--- src/rtl/matrix_stream_pkg.sv ---
// Shared types and constants for the matrix-packet stream generator.
package matrix_stream_pkg;

    typedef enum logic [2:0] {
        ST_IDLE,
        ST_DELAY,
        ST_HDR0,
        ST_PAY0,
        ST_HDR1,
        ST_PAY1,
        ST_DONE
    } state_t;

    localparam logic [1:0] FILL_MODE_CONST = 2'd0;
    localparam logic [1:0] FILL_MODE_INC   = 2'd1;
    localparam logic [1:0] FILL_MODE_LFSR  = 2'd2;

    // Right-shifting Galois form of x^32 + x^22 + x^2 + x + 1
    localparam logic [31:0] LFSR_TAPS = 32'h8020_0003;

endpackage

--- src/rtl/stream_lfsr.sv ---
// 32-bit Galois LFSR supplying pseudo-random payload words.
module stream_lfsr (
    input  logic        clk,
    input  logic        reset_n,
    input  logic        load,
    input  logic [31:0] seed,
    input  logic        advance,
    output logic [31:0] q
);
    import matrix_stream_pkg::*;

    always_ff @(posedge clk or negedge reset_n) begin
        if (!reset_n) begin
            q <= 32'h0000_0001;
        end else if (load) begin
            q <= seed;
        end else if (advance) begin
            q <= (q >> 1) ^ (q[0] ? LFSR_TAPS : 32'h0);
        end
    end

endmodule

--- src/rtl/matrix_stream_gen.sv ---
// AXI4-Stream generator emitting header+payload matrix packets with delay, repeat and stop control.
module matrix_stream_gen
    import matrix_stream_pkg::*;
#(
    parameter int                DATA_W      = 32,
    parameter int                CNT_W       = 10,
    parameter int                DELAY_W     = 20,
    parameter int                START_DELAY = 20000,
    parameter logic [DATA_W-1:0] HDR0        = DATA_W'(32'hFF00_0240),
    parameter int                LEN0        = 144,
    parameter logic [DATA_W-1:0] HDR1        = DATA_W'(32'hFF00_0120),
    parameter int                LEN1        = 72,
    parameter logic [DATA_W-1:0] FILL_CONST  = DATA_W'(1),
    parameter logic [31:0]       LFSR_SEED   = 32'h0000_0001
) (
    input  logic              clk,
    input  logic              reset_n,
    input  logic              start,
    input  logic              stop,
    input  logic [1:0]        fill_mode,
    input  logic [7:0]        repeat_count,
    output logic [DATA_W-1:0] m_axis_tdata,
    output logic              m_axis_tvalid,
    input  logic              m_axis_tready,
    output logic              m_axis_tlast,
    output logic              busy,
    output logic              done
);

    localparam logic [CNT_W-1:0]   LEN0_C     = CNT_W'(LEN0);
    localparam logic [CNT_W-1:0]   LEN1_C     = CNT_W'(LEN1);
    localparam logic [CNT_W-1:0]   ONE_C      = CNT_W'(1);
    localparam logic [DELAY_W-1:0] DELAY_LAST = DELAY_W'((START_DELAY > 0) ? START_DELAY - 1 : 0);

    state_t              state_q, state_d;
    logic [DATA_W-1:0]   tdata_q, tdata_d;
    logic                tvalid_q, tvalid_d;
    logic                tlast_q, tlast_d;
    logic [CNT_W-1:0]    idx_q, idx_d, pay_idx;
    logic [7:0]          seq_q, seq_d, seq_next;
    logic [7:0]          rep_q, rep_d;
    logic [1:0]          mode_q, mode_d;
    logic [DELAY_W-1:0]  delay_q, delay_d;
    logic                stop_q, stop_d;
    logic                busy_q, done_q;
    logic                lfsr_load, lfsr_adv;
    logic [31:0]         lfsr_q;
    logic [DATA_W-1:0]   pay_word;
    logic                hs, end_seq;

    stream_lfsr u_lfsr (
        .clk     (clk),
        .reset_n (reset_n),
        .load    (lfsr_load),
        .seed    (LFSR_SEED),
        .advance (lfsr_adv),
        .q       (lfsr_q)
    );

    assign hs       = tvalid_q & m_axis_tready;
    assign seq_next = seq_q + 8'd1;
    assign pay_idx  = (state_q == ST_PAY0 || state_q == ST_PAY1) ? idx_q + 1'b1 : ONE_C;

    // Word for the payload beat about to be loaded; the LFSR advances as that beat is loaded
    always_comb begin
        pay_word = FILL_CONST;
        if (mode_q == FILL_MODE_INC) begin
            pay_word = DATA_W'(pay_idx);
        end else if (mode_q == FILL_MODE_LFSR) begin
            pay_word = DATA_W'(lfsr_q);
        end
    end

    always_comb begin
        state_d   = state_q;
        tdata_d   = tdata_q;
        tvalid_d  = tvalid_q;
        tlast_d   = tlast_q;
        idx_d     = idx_q;
        seq_d     = seq_q;
        rep_d     = rep_q;
        mode_d    = mode_q;
        delay_d   = delay_q;
        stop_d    = stop_q | (stop & (state_q != ST_IDLE));
        lfsr_load = 1'b0;
        lfsr_adv  = 1'b0;
        end_seq   = 1'b0;

        case (state_q)
            ST_IDLE: begin
                stop_d = 1'b0;
                if (start) begin
                    mode_d    = fill_mode;
                    rep_d     = repeat_count;
                    seq_d     = '0;
                    delay_d   = '0;
                    lfsr_load = 1'b1;
                    state_d   = (START_DELAY == 0) ? ST_HDR0 : ST_DELAY;
                end
            end
            ST_DELAY: begin
                if (stop) begin
                    state_d = ST_DONE;
                end else if (m_axis_tready) begin
                    if (delay_q == DELAY_LAST) state_d = ST_HDR0;
                    else                       delay_d = delay_q + 1'b1;
                end
            end
            ST_HDR0: begin
                // Entered from IDLE/DELAY with the bus empty: present the header first
                if (!tvalid_q) begin
                    tvalid_d = 1'b1;
                    tdata_d  = HDR0;
                    tlast_d  = 1'b0;
                end else if (hs) begin
                    state_d  = ST_PAY0;
                    idx_d    = ONE_C;
                    tdata_d  = pay_word;
                    tlast_d  = (LEN0_C == ONE_C);
                    lfsr_adv = 1'b1;
                end
            end
            ST_PAY0: begin
                if (hs) begin
                    if (idx_q == LEN0_C) begin
                        if (LEN1_C != '0) begin
                            state_d = ST_HDR1;
                            tdata_d = HDR1;
                            tlast_d = 1'b0;
                        end else begin
                            end_seq = 1'b1;
                        end
                    end else begin
                        idx_d    = pay_idx;
                        tdata_d  = pay_word;
                        tlast_d  = (pay_idx == LEN0_C);
                        lfsr_adv = 1'b1;
                    end
                end
            end
            ST_HDR1: begin
                if (hs) begin
                    state_d  = ST_PAY1;
                    idx_d    = ONE_C;
                    tdata_d  = pay_word;
                    tlast_d  = (LEN1_C == ONE_C);
                    lfsr_adv = 1'b1;
                end
            end
            ST_PAY1: begin
                if (hs) begin
                    if (idx_q == LEN1_C) begin
                        end_seq = 1'b1;
                    end else begin
                        idx_d    = pay_idx;
                        tdata_d  = pay_word;
                        tlast_d  = (pay_idx == LEN1_C);
                        lfsr_adv = 1'b1;
                    end
                end
            end
            ST_DONE: begin
                state_d = ST_IDLE;
            end
            default: begin
                state_d = ST_IDLE;
            end
        endcase

        // Sequence boundary: either finish the run or roll straight into the next header
        if (end_seq) begin
            seq_d = seq_next;
            if (stop_q || stop || (rep_q != 8'd0 && seq_next == rep_q)) begin
                state_d  = ST_DONE;
                tvalid_d = 1'b0;
                tlast_d  = 1'b0;
                tdata_d  = '0;
            end else begin
                state_d = ST_HDR0;
                tdata_d = HDR0;
                tlast_d = 1'b0;
            end
        end
    end

    always_ff @(posedge clk or negedge reset_n) begin
        if (!reset_n) begin
            state_q  <= ST_IDLE;
            tdata_q  <= '0;
            tvalid_q <= 1'b0;
            tlast_q  <= 1'b0;
            idx_q    <= '0;
            seq_q    <= '0;
            rep_q    <= '0;
            mode_q   <= FILL_MODE_CONST;
            delay_q  <= '0;
            stop_q   <= 1'b0;
            busy_q   <= 1'b0;
            done_q   <= 1'b0;
        end else begin
            state_q  <= state_d;
            tdata_q  <= tdata_d;
            tvalid_q <= tvalid_d;
            tlast_q  <= tlast_d;
            idx_q    <= idx_d;
            seq_q    <= seq_d;
            rep_q    <= rep_d;
            mode_q   <= mode_d;
            delay_q  <= delay_d;
            stop_q   <= stop_d;
            busy_q   <= (state_d != ST_IDLE);
            done_q   <= (state_d == ST_DONE);
        end
    end

    assign m_axis_tdata  = tdata_q;
    assign m_axis_tvalid = tvalid_q;
    assign m_axis_tlast  = tlast_q;
    assign busy          = busy_q;
    assign done          = done_q;

endmodule

--- config.mk ---
export PLATFORM = sky130hd
export DESIGN_NAME = matrix_stream_gen
export DESIGN_NICKNAME = d
export VERILOG_FILES = /design/src/rtl/matrix_stream_pkg.sv /design/src/rtl/stream_lfsr.sv /design/src/rtl/matrix_stream_gen.sv
export SDC_FILE = /design/constraint.sdc
export NUM_CORES = 1
export LEC_CHECK = 0
export ABC_AREA = 1
export CAP_MARGIN = 20
export CORE_MARGIN = 4
export CORE_UTILIZATION = 33
export DETAILED_ROUTE_END_ITERATION = 16
export HOLD_SLACK_MARGIN = 0.15
export MAX_ROUTING_LAYER = met4
export PLACE_DENSITY_LB_ADDON = 0.08
export SLEW_MARGIN = 15
export SYNTH_ARGS = -nofsm -noshare
export SYNTH_HDL_FRONTEND = slang
export SYNTH_HIERARCHICAL = 1
export SYNTH_SLANG_ARGS = --single-unit
--- constraint.sdc ---
create_clock -name clk -period 4.2 [get_ports clk]
set_clock_uncertainty 0.1 [all_clocks]
set_input_delay 0.63 -clock clk [delete_from_list [all_inputs] [get_ports clk]]
set_output_delay 0.63 -clock clk [all_outputs]
set_load 0.02 [all_outputs]
==> key figures <==
Status
  – Outcome: finished, final reports clean

Pwr
  – Sw Share: about two fifths
  – Logic pwr share: around 43%
  – Leakage: between 4 and 5 nW
  – Worst vdd rail ir drop: about 300 µV
  – Sequential power share: between 30% and 40%
  – Pint: approximately 3.5 mW
  – Overall power: slightly above 6 mW
  – Clock share of power: a little over a quarter
  – Switching power total: roughly 2.5 mW
  – Power Dens Cells: between 700 and 800 mW/mm²

Placement
  – Placed cell areas: 0.00794 mm²
  – Pre-CTS WS: about 1.0 ns
  – # port buffers: 50
  – DP HPWL: 13,700 µm
  – RePlAce Congestion: around 0.84

CTS
  – Post-CTS setup buffer count: 0
  – Clock-pin slew on the worst setup and hold paths: ~0.06 ns
  – Clock Latency Late Sink: approximately 0.42 ns
  – CTS sink cnt: between 100 and 150
  – Clock Tree Buf Depth: 2
  – Clk Tree Root Cell: clkbuf_16
  – H-tree Lvls: 4
  – Num CTS Buffers: 17
  – CTS tree: yes

Floorplanning
  – Die Width: 155 µm
  – # IOs: between 50 and 60
  – Core ar.: 0.0211 mm²
  – Starting Density: between 30% and 40%
  – Row cnt: 53
  – Die area: between 0.02 and 0.025 mm²
  – Die Y-Extent: between 150 and 200 µm

Route
  – First DRT Iteration DRCs: roughly 330
  – Drt first pass iters: 6
  – Via/cell ratio: 4.80
  – Routed len/inst: 14.6 µm
  – Drt drc: 0
  – Total wire length: around 20,000 µm
  – Via count: 6,586
  – ANT nets after route: 0

Timing
  – Setup TNS: 0 ns
  – Final Hold Viols: 0
  – Final period utilization: between 60% and 70%
  – Final worst path period need: around 2.8 ns
  – Max Freq: 361 MHz
  – Final setup viols: 0
  – Worst Max-Slew Pin Slew: a little under 0.8 ns
  – Worst setup margin: roughly 1.4 ns
  – Unrepaired setup endpoints after global routing: false
  – Slew Limit Fails: 0
  – Relative max-transition margin: between 40% and 50%

Logic synthesis
  – Post-synthesis sequential area ratio: a little over two fifths
  – Synth Cell Area: a little over 0.007 mm²
  – Synth area leader: dfrtp_1
  – Cell count after synthesis: ~1,000
  – Synth warn: 6
  – Distinct cells, synth: between 40 and 50
  – EDFF count, synth: 0
  – Most area-consuming cells after synthesis: dfrtp_1 42%, nand2_1 20%, nand3_1 7.6%
  – Count of state elements after synthesis: 120
  – Post-synth top area share: 42.0%
  – Ys flop type: dfrtp_1
  – Syn_area_per_cell: around 7.0 µm²
  – Asr flop ratio synth: 100%

Critical path
  – Crit path launch type: flop
  – Crit. End Element: flop
  – Reg2reg end: u_lfsr/q[21]
  – R2R Path Start: m_axis_tvalid
  – Worst Path Required: around 4.5 ns
  – Crit path DAT: about 3.0 ns
  – Crit path kind: reg -> reg
  – Reg2reg path depth: 10
  – Crit Path Max Fanout: 32
  – Reg2reg setup slack: 1.43 ns

Final layout
  – Most common cell after layout, fill and taps aside: nand2_1
  – Syn-to-layout area delta: 21.4%
  – Share of layout cells above drive strength 1: 7.56%
  – Design Area, Final: ~0.0086 mm²
  – Most frequent cells in the layout: 371 x nand2_1, 119 x dfrtp_1, 108 x nand3_1
  – Final nets: 1,105
  – Antenna cells: 0

Min path
  – Min-delay src: stop_q
  – Hold Path Depth: 2
  – Min-Delay Path Class: reg -> reg
  – Worst Hold End: stop_q

Global route
  – Gr ovfl total: 0
  – Initial antenna violation count: 0
  – Tot GR Track Use: between 15 and 20%
  – Wire length of the first global-routing pass: approximately 33,000 µm
  – Number of global-route vias before repair: 6,406
  – Largest net degree at the start of global routing: 79

Run
  – Max_cap viols: 0
[logic make-up (layout without fill, tap and decap cells)]
group,count (synthesis),in the layout,share of synthesized area [%]
xor gates and xnor gates,12,12,1.48
other,2,32,0.106
DFF,120,120,42.4
AOI/OAI and AO/OA,128,128,10.1
buffers and inverters,131,187,7.64
and+or+nand+nor,615,615,37.6
adders and majority gates,4,4,0.706
[flip-flops by register name, indices dropped and copies added, names as in the netlist]
signal and count:
seq_q 8, stop_q 1, mode_q 2, m_axis_tdata 32
m_axis_tlast 1, rep_q 8, done 1, busy 1
m_axis_tvalid 1, delay_q 20, idx_q 10, state_q 3
u_lfsr/q 32
[power groups by stage]
stage	clock (mW)	combinational, mW	sequential [mW]
after floorplan	0	1.60	1.99
after global placement	0	2.54	1.93
after detailed placement	0	2.55	1.92
after CTS	1.61	2.55	1.91
after global routing	1.66	2.88	1.97
final	1.57	2.57	1.91
[timing repair]
item	CTS	global route
hold buffers	1	0
gates resized for setup	0	0
endpoints found under the hold margin	14	0
[worst max-delay path, stage by stage, from the launching register on]
cell     delay [ns]
dfrtp_1        0.68
nand2_1        0.15
inv_1          0.09
buf_4          0.24
nand2_2        0.10
nor3_1         0.20
buf_4          0.22
inv_2          0.06
nor2_4         0.58
nand3_1        0.15
nand2_1        0.11
[cell type report]
type / count / area, µm²
inverter: 94 / 353
multi-input combinational: 791 / 3650
fill: 2242 / 12500
tap: 275 / 344
clock inverter: 12 / 175
timing repair buffer: 62 / 623
clock buffer: 19 / 453
sequential: 120 / 3000
[worst max path at each step]
| stage | to | startpoint | slack [ns] | depth (start not counted) |
|---|---|---|---|---|
| final | u_lfsr/q[21] | m_axis_tvalid | 1.43 | 10 |
| after global routing | u_lfsr/q[21] | m_axis_tvalid | 1.11 | 10 |
| after CTS | u_lfsr/q[21] | m_axis_tvalid | 1.36 | 10 |
| after detailed placement | u_lfsr/q[0] | m_axis_tready | 1.04 | 11 |
| after global placement | u_lfsr/q[21] | m_axis_tready | 1.07 | 11 |
| after floorplan | u_lfsr/q[10] | idx_q[0] | 2.05 | 14 |
[stage by stage]
stage / utilization, % / instances / hold slack (ns)
after floorplan: - / 1042 / 0.234
after global placement: 37.7 / 1340 / 0.393
after detailed placement: 37.7 / 1340 / 0.391
after CTS: 40.7 / 1372 / 0.413
after global routing: 40.8 / 1373 / 0.429
final: 40.8 / 1373 / 0.404
[cells in the mapped netlist (7+ instances only)]
library cell,number
nand4_1,20
nor2_1,68
dfrtp_1,119
clkbuf_1,13
xor2_1,7
buf_2,16
inv_2,11
a2bb2oi_1,8
inv_1,82
nor3_1,14
o22ai_1,8
o21ai_0,84
nand3_1,108
nand2_2,7
nand2_1,371
a21oi_1,10
[routing by layer]
layer / up-vias / wire length [µm] / global-route usage (%)
li1: 3396 / - / -
met1: 3070 / 10000 / 23.8
met2: 97 / 9150 / 27.2
met3: 23 / 579 / 3.22
met4: 0 / 310 / 5.17
met5: - / 0 / -
No activity file was read; power rests on OpenSTA's default activity.
==> RTL edit, RTL diff (same flow settings) <==
`DATA_W`: 32 -> 16.
--- a/src/rtl/matrix_stream_gen.sv
+++ b/src/rtl/matrix_stream_gen.sv
@@ -2,7 +2,7 @@
 module matrix_stream_gen
     import matrix_stream_pkg::*;
 #(
-    parameter int                DATA_W      = 32,
+    parameter int                DATA_W      = 16,
     parameter int                CNT_W       = 10,
     parameter int                DELAY_W     = 20,
     parameter int                START_DELAY = 20000,
Interface: changed (resized m_axis_tdata); port bits go from 51 to 35. No check against the original RTL was run, so the function may have changed too.
==> RTL edit against the unedited design <==
Worst setup slack got worse by 210 ps. Final area fell by 18%. Largest power group unchanged. Die area shrank 13%. Sequential cell count is 16 lower. Largest cell class unchanged. Synthesized area decreased by 14%. Worst hold slack worse by 100 ps. Critical endpoint is now u_lfsr/q[18]$_DFFE_PN0P_. First-iteration DRC count is 6.0% lower. Sequential power fell by 19%. Routed wire length decreased by 20%. Total power fell by 31%.
==> RTL edit: results (changes against the unedited design) <==
- Area post-placement: 6730 um^2 (-15%)
- Post-DRT Antenna Nets: 0 (unchanged)
- Drt first pass iters: 4 (-2)
- Total CTS buffers: 9 (-8)
- Most frequent cells after synthesis: nand2_1 (309), dfrtp_1 (103), nand3_1 (96), inv_1 (75), nor2_1 (50)
- Deepest clock path buffer count: 2 (unchanged)
- Top FF cell, synth: dfrtp_1
- All-layer global routing usage: 17.0% (-0.66 points)
- Port Buffers: 34 (-32%)
- Fill count: 1938 (-14%)
- Outcome: finished, final reports clean
- Nets: 924 (-16%)
- Initial antenna violation count: 0 (unchanged)
- Main area contributors after synthesis: dfrtp_1 (42%), nand2_1 (19%), nand3_1 (7.9%), inv_1 (4.6%), o21ai_0 (3.9%)
- Async S/R FF share, synth: 100% (unchanged)
- Arrival time worst endpoint: 3170 ps (+150 ps)
- R2r endpoint: u_lfsr/q[18]$_DFFE_PN0P_
- Vias in the first global route: 5251 (-18%)
- Post-synthesis sequential area ratio: 42.6% (+0.23 points)
- Post-CTS Resized: 0 (unchanged)
- Worst Hold Class: in2async
- 1st-iter DRT viols: 312 (-6.0%)
- Largest net degree at the start of global routing: 72 (-8.9%)
- Latest clock arrival within the worst-skew pair: 360 ps (-60 ps)
- Routed WL: 16.0 mm (-20%)
- Worst R2R Path Depth: 6 (-4)
- Share of layout cells above drive strength 1: 7.58% (+0.023 points)
- Peak supply drop: 0.000311 V (+2.5%)
- Hold slack: 302 ps (-102 ps)
- Max FFs per register: 32
- Global-route wire length before repair: 27.2 mm (-18%)
- Largest Register: u_lfsr/q
- Relative slew slack: 37.4% (-11 points)
- Sw Share: 44.0% (+2.0 points)
- Yosys Warn Count: 6 (unchanged)
- FF-to-FF Start: state_q[0]$_DFF_PN0_
- P_leak: 0.00334 uW (-18%)
- Max cap viols: 0 (unchanged)
- Dpl hpwl: 11.3 mm (-17%)
- Ant diodes: 0 (unchanged)
- Clock-pin slew on the worst setup and hold paths: 80 ps (+20 ps)
- Library cells used by synthesis: 41 (-8.9%)
- Vias per cell: 4.70 (-2.1%)
- Clock root buffer: clkbuf_16
- R2r setup slk: 1380 ps (-50 ps)
- Post-CTS setup repair buffer count: 0 (unchanged)
- Gp weighted congestion: 0.801 (-5.0%)
- H-Tree Depth: 3 (-1)
- Max FO, Critical Path: 32 (unchanged)
[RTL edit: metal layers]
metal	GRT usage, %	vias to the layer above	wire (um)
li1	-	2817	-
met5	-	-	0
met3	2.98	8	468
met4	4.21	0	172
met2	26.5	66	7240
met1	22.9	2458	8140
[RTL edit: kinds of logic (layout without fill, tap and decap cells)]
| logic type | count (synthesis) | in the layout | share of synthesized area [%] |
|---|---|---|---|
| fa+ha+maj | 4 | 4 | 0.819 |
| buf+inv | 115 | 143 | 7.94 |
| other cells | 2 | 32 | 0.123 |
| simple gates | 525 | 525 | 37.9 |
| xor+xnor | 20 | 20 | 2.87 |
| mux | 1 | 1 | 0.164 |
| compound gates | 81 | 81 | 7.58 |
| flops | 104 | 104 | 42.6 |
[RTL edit: power groups by stage]
stage,clock network (uW),registers [uW],logic (uW)
2_1_floorplan,0,1590,1230
3_3_place_gp,0,1580,1780
3_5_place_dp,0,1570,1780
4_1_cts,912,1560,1790
5_1_grt,948,1600,2010
6_report,882,1550,1760
[RTL edit: metrics by stage]
stage,cells,setup slack [ps]
after global placement,1123,842
after global routing,1139,984
after floorplan,882,2230
after detailed placement,1123,819
after CTS,1139,1190
final,1139,1230
[RTL edit: worst max path at each step]
stage | from | end | slack (ps) | depth (start not counted)
finish | start | u_lfsr/q[18]$_DFFE_PN0P_ | 1230 | 6
global route | start | u_lfsr/q[30]$_DFFE_PN0P_ | 980 | 6
CTS | start | u_lfsr/q[21]$_DFFE_PN0P_ | 1190 | 6
detailed placement | start | u_lfsr/q[21]$_DFFE_PN0P_ | 820 | 6
global placement | start | u_lfsr/q[31]$_DFFE_PN0P_ | 840 | 6
floorplan | state_q[0]$_DFF_PN0_ | u_lfsr/q[21]$_DFFE_PN0P_ | 2230 | 9
[RTL edit: final cells by class]
cell class / instances / area, um^2 / share of cell area [%]
clock buffer: 10 / 229 / 3.26
inverter: 89 / 334 / 4.76
multi-input combinational: 663 / 3130 / 44.6
sequential: 104 / 2600 / 37.1
tap: 229 / 287 / 4.08
timing repair buffer: 38 / 368 / 5.24
clock inverter: 6 / 67.6 / 0.962
[RTL edit: worst max-delay path: stages]
cell and delay (ps):
clkdlybuf4s50_1 460, nand2_1 310, clkinv_1 670, nor2_4 840
nand2_1 130, nand3_1 120
